## config.mk

```make
export PLATFORM = sky130hd
export DESIGN_NAME = rf_dump
export DESIGN_NICKNAME = d
export VERILOG_FILES = /design/src/rtl/rf_dump_pkg.sv /design/src/rtl/rf_dump.sv
export SDC_FILE = /design/constraint.sdc
export NUM_CORES = 1
export LEC_CHECK = 0
export BUFFER_PORTS_ARGS = -buffer_cell sky130_fd_sc_hd__buf_2
export CAP_MARGIN = 20
export CORE_ASPECT_RATIO = 0.6
export CORE_MARGIN = 4
export CORE_UTILIZATION = 46
export DETAILED_ROUTE_END_ITERATION = 10
export PLACE_DENSITY = 0.76
export SYNTH_ARGS = -nofsm -noshare
export SYNTH_HDL_FRONTEND = slang
export SYNTH_SLANG_ARGS = --single-unit
```

## constraint.sdc

```tcl
create_clock -name clk -period 1.6 [get_ports clk]
set_input_delay 0.08 -clock clk [delete_from_list [all_inputs] [get_ports clk]]
set_output_delay 0.08 -clock clk [all_outputs]
set_load 0.03 [all_outputs]
```

## src/rtl/rf_dump_pkg.sv

```systemverilog
// Shared definitions for the register-file debug dumper: FSM state encoding
// and the default register-file geometry it is paired with.
package rf_dump_pkg;

    localparam int RF_AW = 5;
    localparam int RF_DW = 32;

    typedef enum logic [1:0] {
        ST_IDLE = 2'd0,
        ST_READ = 2'd1,
        ST_HOLD = 2'd2,
        ST_DONE = 2'd3
    } state_t;

endpackage

```

## src/rtl/rf_dump.sv

```systemverilog
// Sweeps an optionally wrapping address range over the register file debug
// read port and streams one {address, data} record per register.
module rf_dump
    import rf_dump_pkg::*;
#(
    parameter int AW = RF_AW,
    parameter int DW = RF_DW
) (
    input  logic          clk,
    input  logic          rst,
    input  logic          start,
    input  logic [AW-1:0] first_addr,
    input  logic [AW-1:0] last_addr,
    input  logic          abort,
    output logic [AW-1:0] ra_debug,
    input  logic [DW-1:0] rd_debug,
    output logic          out_valid,
    input  logic          out_ready,
    output logic [AW-1:0] out_addr,
    output logic [DW-1:0] out_data,
    output logic          busy,
    output logic          done,
    output logic [1:0]    o_dbg_state
);

    // Output stream: a record transfers on a cycle where out_valid && out_ready.
    // out_valid stays high with out_addr/out_data stable until that happens; the
    // only exception is abort (or reset), which retracts the record unsent.

    state_t          r_state;
    state_t          w_state_nxt;
    logic [AW-1:0]   r_addr;
    logic [AW-1:0]   r_last;
    logic [AW-1:0]   r_out_addr;
    logic [DW-1:0]   r_out_data;
    logic            w_handshake;
    logic            w_at_last;

    assign w_handshake = (r_state == ST_HOLD) && out_ready;
    assign w_at_last   = (r_addr == r_last);

    // State register
    always_ff @(posedge clk) begin
        if (rst) begin
            r_state <= ST_IDLE;
        end else begin
            r_state <= w_state_nxt;
        end
    end

    // Next-state logic; abort outranks every transition outside IDLE
    always_comb begin
        w_state_nxt = r_state;
        case (r_state)
            ST_IDLE: begin
                if (start) begin
                    w_state_nxt = ST_READ;
                end
            end
            ST_READ: begin
                w_state_nxt = abort ? ST_IDLE : ST_HOLD;
            end
            ST_HOLD: begin
                if (abort) begin
                    w_state_nxt = ST_IDLE;
                end else if (w_handshake) begin
                    w_state_nxt = w_at_last ? ST_DONE : ST_READ;
                end
            end
            ST_DONE: begin
                w_state_nxt = ST_IDLE;
            end
            default: begin
                w_state_nxt = ST_IDLE;
            end
        endcase
    end

    // Address counter and record capture
    always_ff @(posedge clk) begin
        if (rst) begin
            r_addr     <= '0;
            r_last     <= '0;
            r_out_addr <= '0;
            r_out_data <= '0;
        end else begin
            case (r_state)
                ST_IDLE: begin
                    if (start) begin
                        r_addr <= first_addr;
                        r_last <= last_addr;
                    end
                end
                ST_READ: begin
                    if (!abort) begin
                        r_out_data <= rd_debug;
                        r_out_addr <= r_addr;
                    end
                end
                ST_HOLD: begin
                    // Increment wraps modulo 2^AW, which gives the wrapping sweep for free
                    if (!abort && w_handshake && !w_at_last) begin
                        r_addr <= r_addr + AW'(1);
                    end
                end
                default: begin
                end
            endcase
        end
    end

    // Output logic
    always_comb begin
        out_valid   = (r_state == ST_HOLD);
        busy        = (r_state != ST_IDLE);
        done        = (r_state == ST_DONE);
        ra_debug    = r_addr;
        out_addr    = r_out_addr;
        out_data    = r_out_data;
        o_dbg_state = r_state;
    end

endmodule

```

==> results.md, run 1 <==
- HP Start: rd_debug[5]
- Unrepaired setup endpoints after global routing: false
- Global routing usage on met1: 23.42%
- TritonCTS Sinks: 49
- Die Ht: 58.89 µm
- Worst Path Arrival: 1.72 ns
- Rows: 18
- Synth top area share: 49.40%
- Finish-stage setup viols: 0
- Post-DP HPWL: 3830 µm
- Worst-skew pair later-pin latency: 0.30 ns
- Max-Cap Viols: 0
- Post-synth top cells: 77 x nand2_1, 49 x dfxtp_1, 42 x a21oi_1, 8 x nor2_1
- Fin. max-slew vios: 0
- FMAX: 654.3 MHz
- 1st-iter DRT viols: 62
- Max VDD drop: 0.5642 mV
- Max transition margin: 76.25%
- Largest net degree at the start of global routing: 38
- Clk_skew: 0.003505 ns
- Clk buf depth: 2
- Gr usage total: 19.16%
- DR vias/cell: 4.870
- Final wirelength: 5090 µm
- Distinct cells, synth: 35
- Compound-Gate Fraction of Synth Area: 16.38%
- Top post-synthesis cells by area: dfxtp_1 49%, nand2_1 15%, a21oi_1 11%, mux2i_1 2.5%, buf_2 1.8%
- Layout Nets: 386
- CP Class: reg -> reg
- Postcts setup bufs: 0
- Leakage: 1.248 nW
- Seq cells post-synth: 49
- Fraction of layout cells with a size suffix above 1: 37.46%
- Final setup TNS: 0 ns
- WL/cell: 12.76 µm
- Post-synthesis mux area share: 3.088%
- IO buf count: 93
- Global-route wire length before repair: 8369 µm
- CTS root buffer: clkbuf_8
- Area Overhead vs Synth: 36.48%
- Critical-path top delay cell: dfxtp_2
- Total number of vias: 1943
- Fin crit share: 95.52%
- Adder-Cell Fraction of Synth Area: 0.6301%
- Worst-path clk slew: 0.09 ns
- Core Area: 0.004144 mm²
- Worst slew pin tran: 0.3562 ns
- Starting Density: 47.92%
- CTS H-tree depth: 2
- Largest family of logic cells by synthesized area: simple AND/OR/NAND/NOR gates
- Final Wtd Congestion: 0.8663
- Sequential element share of the synthesized area: 49.40%
- Vias in the first global route: 1833
- Worst Setup SP: o_dbg_state[0]$_SDFFE_PP0P_
- Post-synth EDFFs: 0
- Simple-gate share of the synthesized area: 24.45%
- Top-count cell post-synth: nand2_1
- Inst Count DP: 390
- R2r startpoint: o_dbg_state[0]$_SDFFE_PP0P_
- Post-Syn Area: 0.001986 mm²
- Fin crit period: 1.528 ns
- CTS Buf Count: 5
- # fillers: 393
- Async SR Flop Fraction: 0%
- DR DRC count: 0
- TritonCTS clock tree: yes
- Busiest grt layer: met2
- Outcome: completed
- Xor and xnor area share after synthesis: 2.205%
- Crit Path Max Fanout: 9
- Largest area contributor in the netlist: dfxtp_1
- Syn nets: 288
- Initial antenna violation count: 0
- IO Pins: 94
- Initial DRT Pass Iterations: 4
- Setup crit end kind: flop
- Syn. warnings: 0
- Post-CTS sizing: 0
- Post-Synthesis Cells: 240
- Final non-filler cell total: 399
- Startpoint Class: flop
- Die W: 92.82 µm
- Met3 GRT Util: 8.174%
- CP peak stage delay: 0.41 ns
- Hold Buf Count CTS: 0
- Avg Cell Area, Syn: 8.274 µm²
- Die area: 0.005466 mm²
- Number of diodes: 0
- GRT Residual Overflow: 0
- Power per Cell Area: 1000 mW/mm²
- Routed Antenna Nets: 0
- CP cell instances: and4bb_2 > or2_2 > o21ai_4 > mux2_2
- M2 GR Usage: 31.83%
- Commonest register cell after synthesis: dfxtp_1
- Worst Path Required: 1.79 ns
- Hold Path Class: in -> reg
- Final hold vios: 0
==> cell families (layout without fill, tap and decap cells) <==
logic type | Yosys count | after routing
XOR/XNOR | 5 | 5
buffers and inverters | 16 | 115
AO/OA/AOI/OAI | 56 | 56
multiplexers | 6 | 6
AND/OR/NAND/NOR | 107 | 107
flip-flops | 49 | 49
adder cells (fa/ha/maj) | 1 | 1
==> placed cells by master, fill, tap and decap left out, types with 2 or more instances in the layout <==
| cell type | instances |
|---|---|
| buf_2 | 93 |
| nand2_1 | 77 |
| dfxtp_1 | 45 |
| a21oi_1 | 42 |
| buf_4 | 10 |
| nor2_1 | 8 |
| clkbuf_8 | 6 |
| mux2i_1 | 5 |
| nand2b_1 | 4 |
| dfxtp_2 | 4 |
| nor2b_1 | 3 |
| xnor2_1 | 3 |
| and3_1 | 3 |
| o22ai_1 | 3 |
| o32ai_1 | 3 |
| or2_2 | 2 |
| xor2_1 | 2 |
| a22oi_1 | 2 |
| buf_12 | 2 |
==> report_power, final <==
group / switching, mW / internal, mW / leakage (nW)
registers: 0.0366 / 1.27 / 0.400
clock network: 0.401 / 0.508 / 0.0574
logic: 0.292 / 0.201 / 0.791
total: 0.729 / 1.98 / 1.25
==> stage by stage <==
step / utilization (%) / power (mW) / hold slack, ns / setup WS (ns) / cell area (µm²)
after floorplan: - / 1.646 / 0.1736 / 0.01546 / 1991
after global placement: 62.26 / 1.820 / 0.3132 / 0.1201 / 2580
after detailed placement: 62.26 / 1.828 / 0.3258 / 0.08517 / 2580
after CTS: 65.16 / 2.736 / 0.001010 / 0.07108 / 2700
after global routing: 65.40 / 2.844 / 0.005297 / 0.003213 / 2710
final: 65.40 / 2.711 / 0.01128 / 0.07169 / 2710
==> layer usage <==
| metal | vias up | share of wire (%) | wire [µm] |
|---|---|---|---|
| li1 | 995 | - | - |
| met4 | 0 | 0.77 | 39 |
| met2 | 69 | 43 | 2167 |
| met5 | - | 0 | 0 |
| met1 | 874 | 46 | 2351 |
| met3 | 5 | 10 | 531 |
==> final timing paths <==
| check | endpoint | slack [ns] | cells after the start |
|---|---|---|---|
| max | ra_debug[1]$_SDFFE_PP0P_ | 0.07 | 4 |
| min | out_data[5]$_SDFFE_PP0N_ | 0.01 | 3 |
| max reg2reg | ra_debug[1]$_SDFFE_PP0P_ | 0.07 | 4 |
| min reg2reg | out_data[15]$_SDFFE_PP0N_ | 0.45 | 2 |
==> registers in the layout, summed over array words and instances (netlist names) <==
| register | count |
|---|---|
| o_dbg_state | 2 |
| ra_debug | 5 |
| r_last | 5 |
| out_data | 32 |
| out_addr | 5 |
==> worst max-delay path, delay by kind of cell, from the launching register on <==
kind / cells / cell delay (ns)
flops: 1 / 0.41
simple gates: 2 / 0.59
mux: 1 / 0.34
compound gates: 1 / 0.08
==> area by class of cell <==
class	count	area (µm²)	area share [%]
Tap cell	60	75.07	2.770
Clock inverter	2	37.54	1.385
Timing Repair Buffer	106	590.6	21.79
Sequential cell	49	985.9	36.38
Inverter	1	3.754	0.1385
Clock buffer	6	82.58	3.047
Multi-Input combinational cell	175	934.6	34.49
(Power assumes the default switching activity.)
==> inputs of run 2 (changes only) <==
Settings changed: CELL_PAD_IN_SITES_DETAIL_PLACEMENT set to 1, CELL_PAD_IN_SITES_GLOBAL_PLACEMENT set to 1, CORE_UTILIZATION 46 to 32.
==> results.md, run 2 (same netlist as run 1, synthesis figures left out) <==
- M1 WL: 2754 µm
- Fin crit period: 1.522 ns
- Hold path endpoint: out_data[4]$_SDFFE_PP0N_
- Postcts setup bufs: 0
- Worst Path Arrival: 1.71 ns
- Initial DRT Pass Iterations: 4
- Leakage: 1.253 nW
- Worst-skew pair later-pin latency: 0.30 ns
- Total number of vias: 1963
- WL/cell: 14.18 µm
- # fillers: 741
- CP Class: reg -> reg
- DR DRC count: 0
- Max-Cap Viols: 0
- Critical R2R Capture: ra_debug[1]$_SDFFE_PP0P_
- FMAX: 656.9 MHz
- Initial antenna violation count: 0
- Hold Path Class: in -> reg
- DR vias/cell: 4.674
- Number of diodes: 0
- Max VDD drop: 0.3499 mV
- CTS root buffer: clkbuf_8
- TritonCTS Sinks: 49
- Worst slew pin tran: 0.3651 ns
- Max transition margin: 75.47%
- WHS Path Cells: 3
- Most common library cell in the layout ignoring fill and taps: buf_2
- Layout Nets: 387
- Total power: 2.729 mW
- Routed Antenna Nets: 0
- GRT Residual Overflow: 0
- Die Ht: 69.02 µm
- Met2 WL: 2506 µm
- Setup crit end kind: flop
- Post-DP HPWL: 4577 µm
- Fin crit share: 95.15%
- Setup slack, reg-to-reg: 0.08 ns
- Core Area: 0.005781 mm²
- Fraction of layout cells with a size suffix above 1: 37.35%
- Finish-stage setup viols: 0
- CTS H-tree depth: 2
- Area Overhead vs Synth: 37.49%
- Outcome: completed
- Final wirelength: 5955 µm
- Unrepaired setup endpoints after global routing: false
- Most frequent cells in the layout: 93 x buf_2, 77 x nand2_1, 45 x dfxtp_1, 42 x a21oi_1, 11 x buf_4
- Worst-path clk slew: 0.09 ns
- Final setup TNS: 0 ns
- Placement Setup Slack: 0.08478 ns
- Starting Density: 34.35%
- Die area: 0.007571 mm²
- Power per Cell Area: 999.5 mW/mm²
- Highest metal used: met4
- Clk_skew: 0.002807 ns
- HP Start: rd_debug[4]
- TritonCTS clock tree: yes
- Gr usage total: 16.14%
- IO buf count: 93
- Met3 wire length: 657 µm
- Die W: 109.7 µm
- Clk buf depth: 2
- Worst r2r path cells: 4
- Vias in the first global route: 1969
- Global-route wire length before repair: 9846 µm
- Crit Path Max Fanout: 9
- Largest net degree at the start of global routing: 38
- CTS Buf Count: 5
- Fin. max-slew vios: 0
- Worst Path Required: 1.79 ns
- R2r startpoint: o_dbg_state[0]$_SDFFE_PP0P_
- IO Pins: 94
- Final hold vios: 0
- Final setup margin: 0.07765 ns
- Max reg flops: 32
- Startpoint Class: flop
- Rows: 21
- 1st-iter DRT viols: 71
- Final Wtd Congestion: 0.8656
-- run 2: cell count changes in the layout (fill, tap and decap cells not counted), sizes merged --
cell and delta:
clkbuf +1, buf +1, clkinvlp -1
-- run 2: worst max-delay path by stage --
stage	start	depth (start not counted)	slack (ns)	to
final	o_dbg_state[0]$_SDFFE_PP0P_	4	0.08	ra_debug[1]$_SDFFE_PP0P_
after global routing	ra_debug[0]$_SDFFE_PP0P_	4	0.005	ra_debug[1]$_SDFFE_PP0P_
after global placement	o_dbg_state[0]$_SDFFE_PP0P_	4	0.11	ra_debug[1]$_SDFFE_PP0P_
after CTS	o_dbg_state[0]$_SDFFE_PP0P_	4	0.07	ra_debug[1]$_SDFFE_PP0P_
after detailed placement	o_dbg_state[0]$_SDFFE_PP0P_	4	0.08	ra_debug[1]$_SDFFE_PP0P_
after floorplan	ra_debug[0]$_SDFFE_PP0P_	4	0.02	ra_debug[1]$_SDFFE_PP0P_
-- run 2: what timing repair did --
item                                   4_1_cts  5_1_grt
setup endpoints to repair                    0        1
hold buffers                                 0        1
endpoints found under the hold margin        0        1
resized for setup                            0        1
-- run 2: area by class of cell --
cell class / instances / area [µm²] / area share (%)
inverter: 1 / 3.754 / 0.1375
sequential: 49 / 985.9 / 36.11
clock inverter: 1 / 30.03 / 1.100
tap: 80 / 100.1 / 3.666
timing repair buffer: 107 / 589.3 / 21.59
multi-input combinational: 175 / 934.6 / 34.23
clock buffer: 7 / 86.33 / 3.162
-- run 2: power by group --
group / leakage [nW] / switching (mW) / internal, mW
combinational: 0.794 / 0.304 / 0.203
sequential: 0.400 / 0.0378 / 1.27
clock: 0.0585 / 0.402 / 0.510
total: 1.25 / 0.744 / 1.98
-- run 2: critical path, stage by stage (launching register included) --
cell and delay, ns:
dfxtp_2 0.40, and4bb_2 0.27, or2_2 0.32, o21ai_4 0.08, mux2_2 0.34
-- run 2: metal layers --
layer	global-route usage, %	up-vias
met5	0	-
met4	1.936	0
met3	7.556	6
met2	24.54	70
met1	21.45	887
li1	-	1000
-- run 2: through the flow --
stage	area, µm²	utilization, %	std cells	hold slack [ns]
2_1_floorplan	1991	-	240	0.1736
3_3_place_gp	2600	44.98	411	0.3152
3_5_place_dp	2600	44.98	411	0.3259
4_1_cts	2716	46.99	419	0.002734
5_1_grt	2730	47.23	420	0.004901
6_report	2730	47.23	420	0.01291
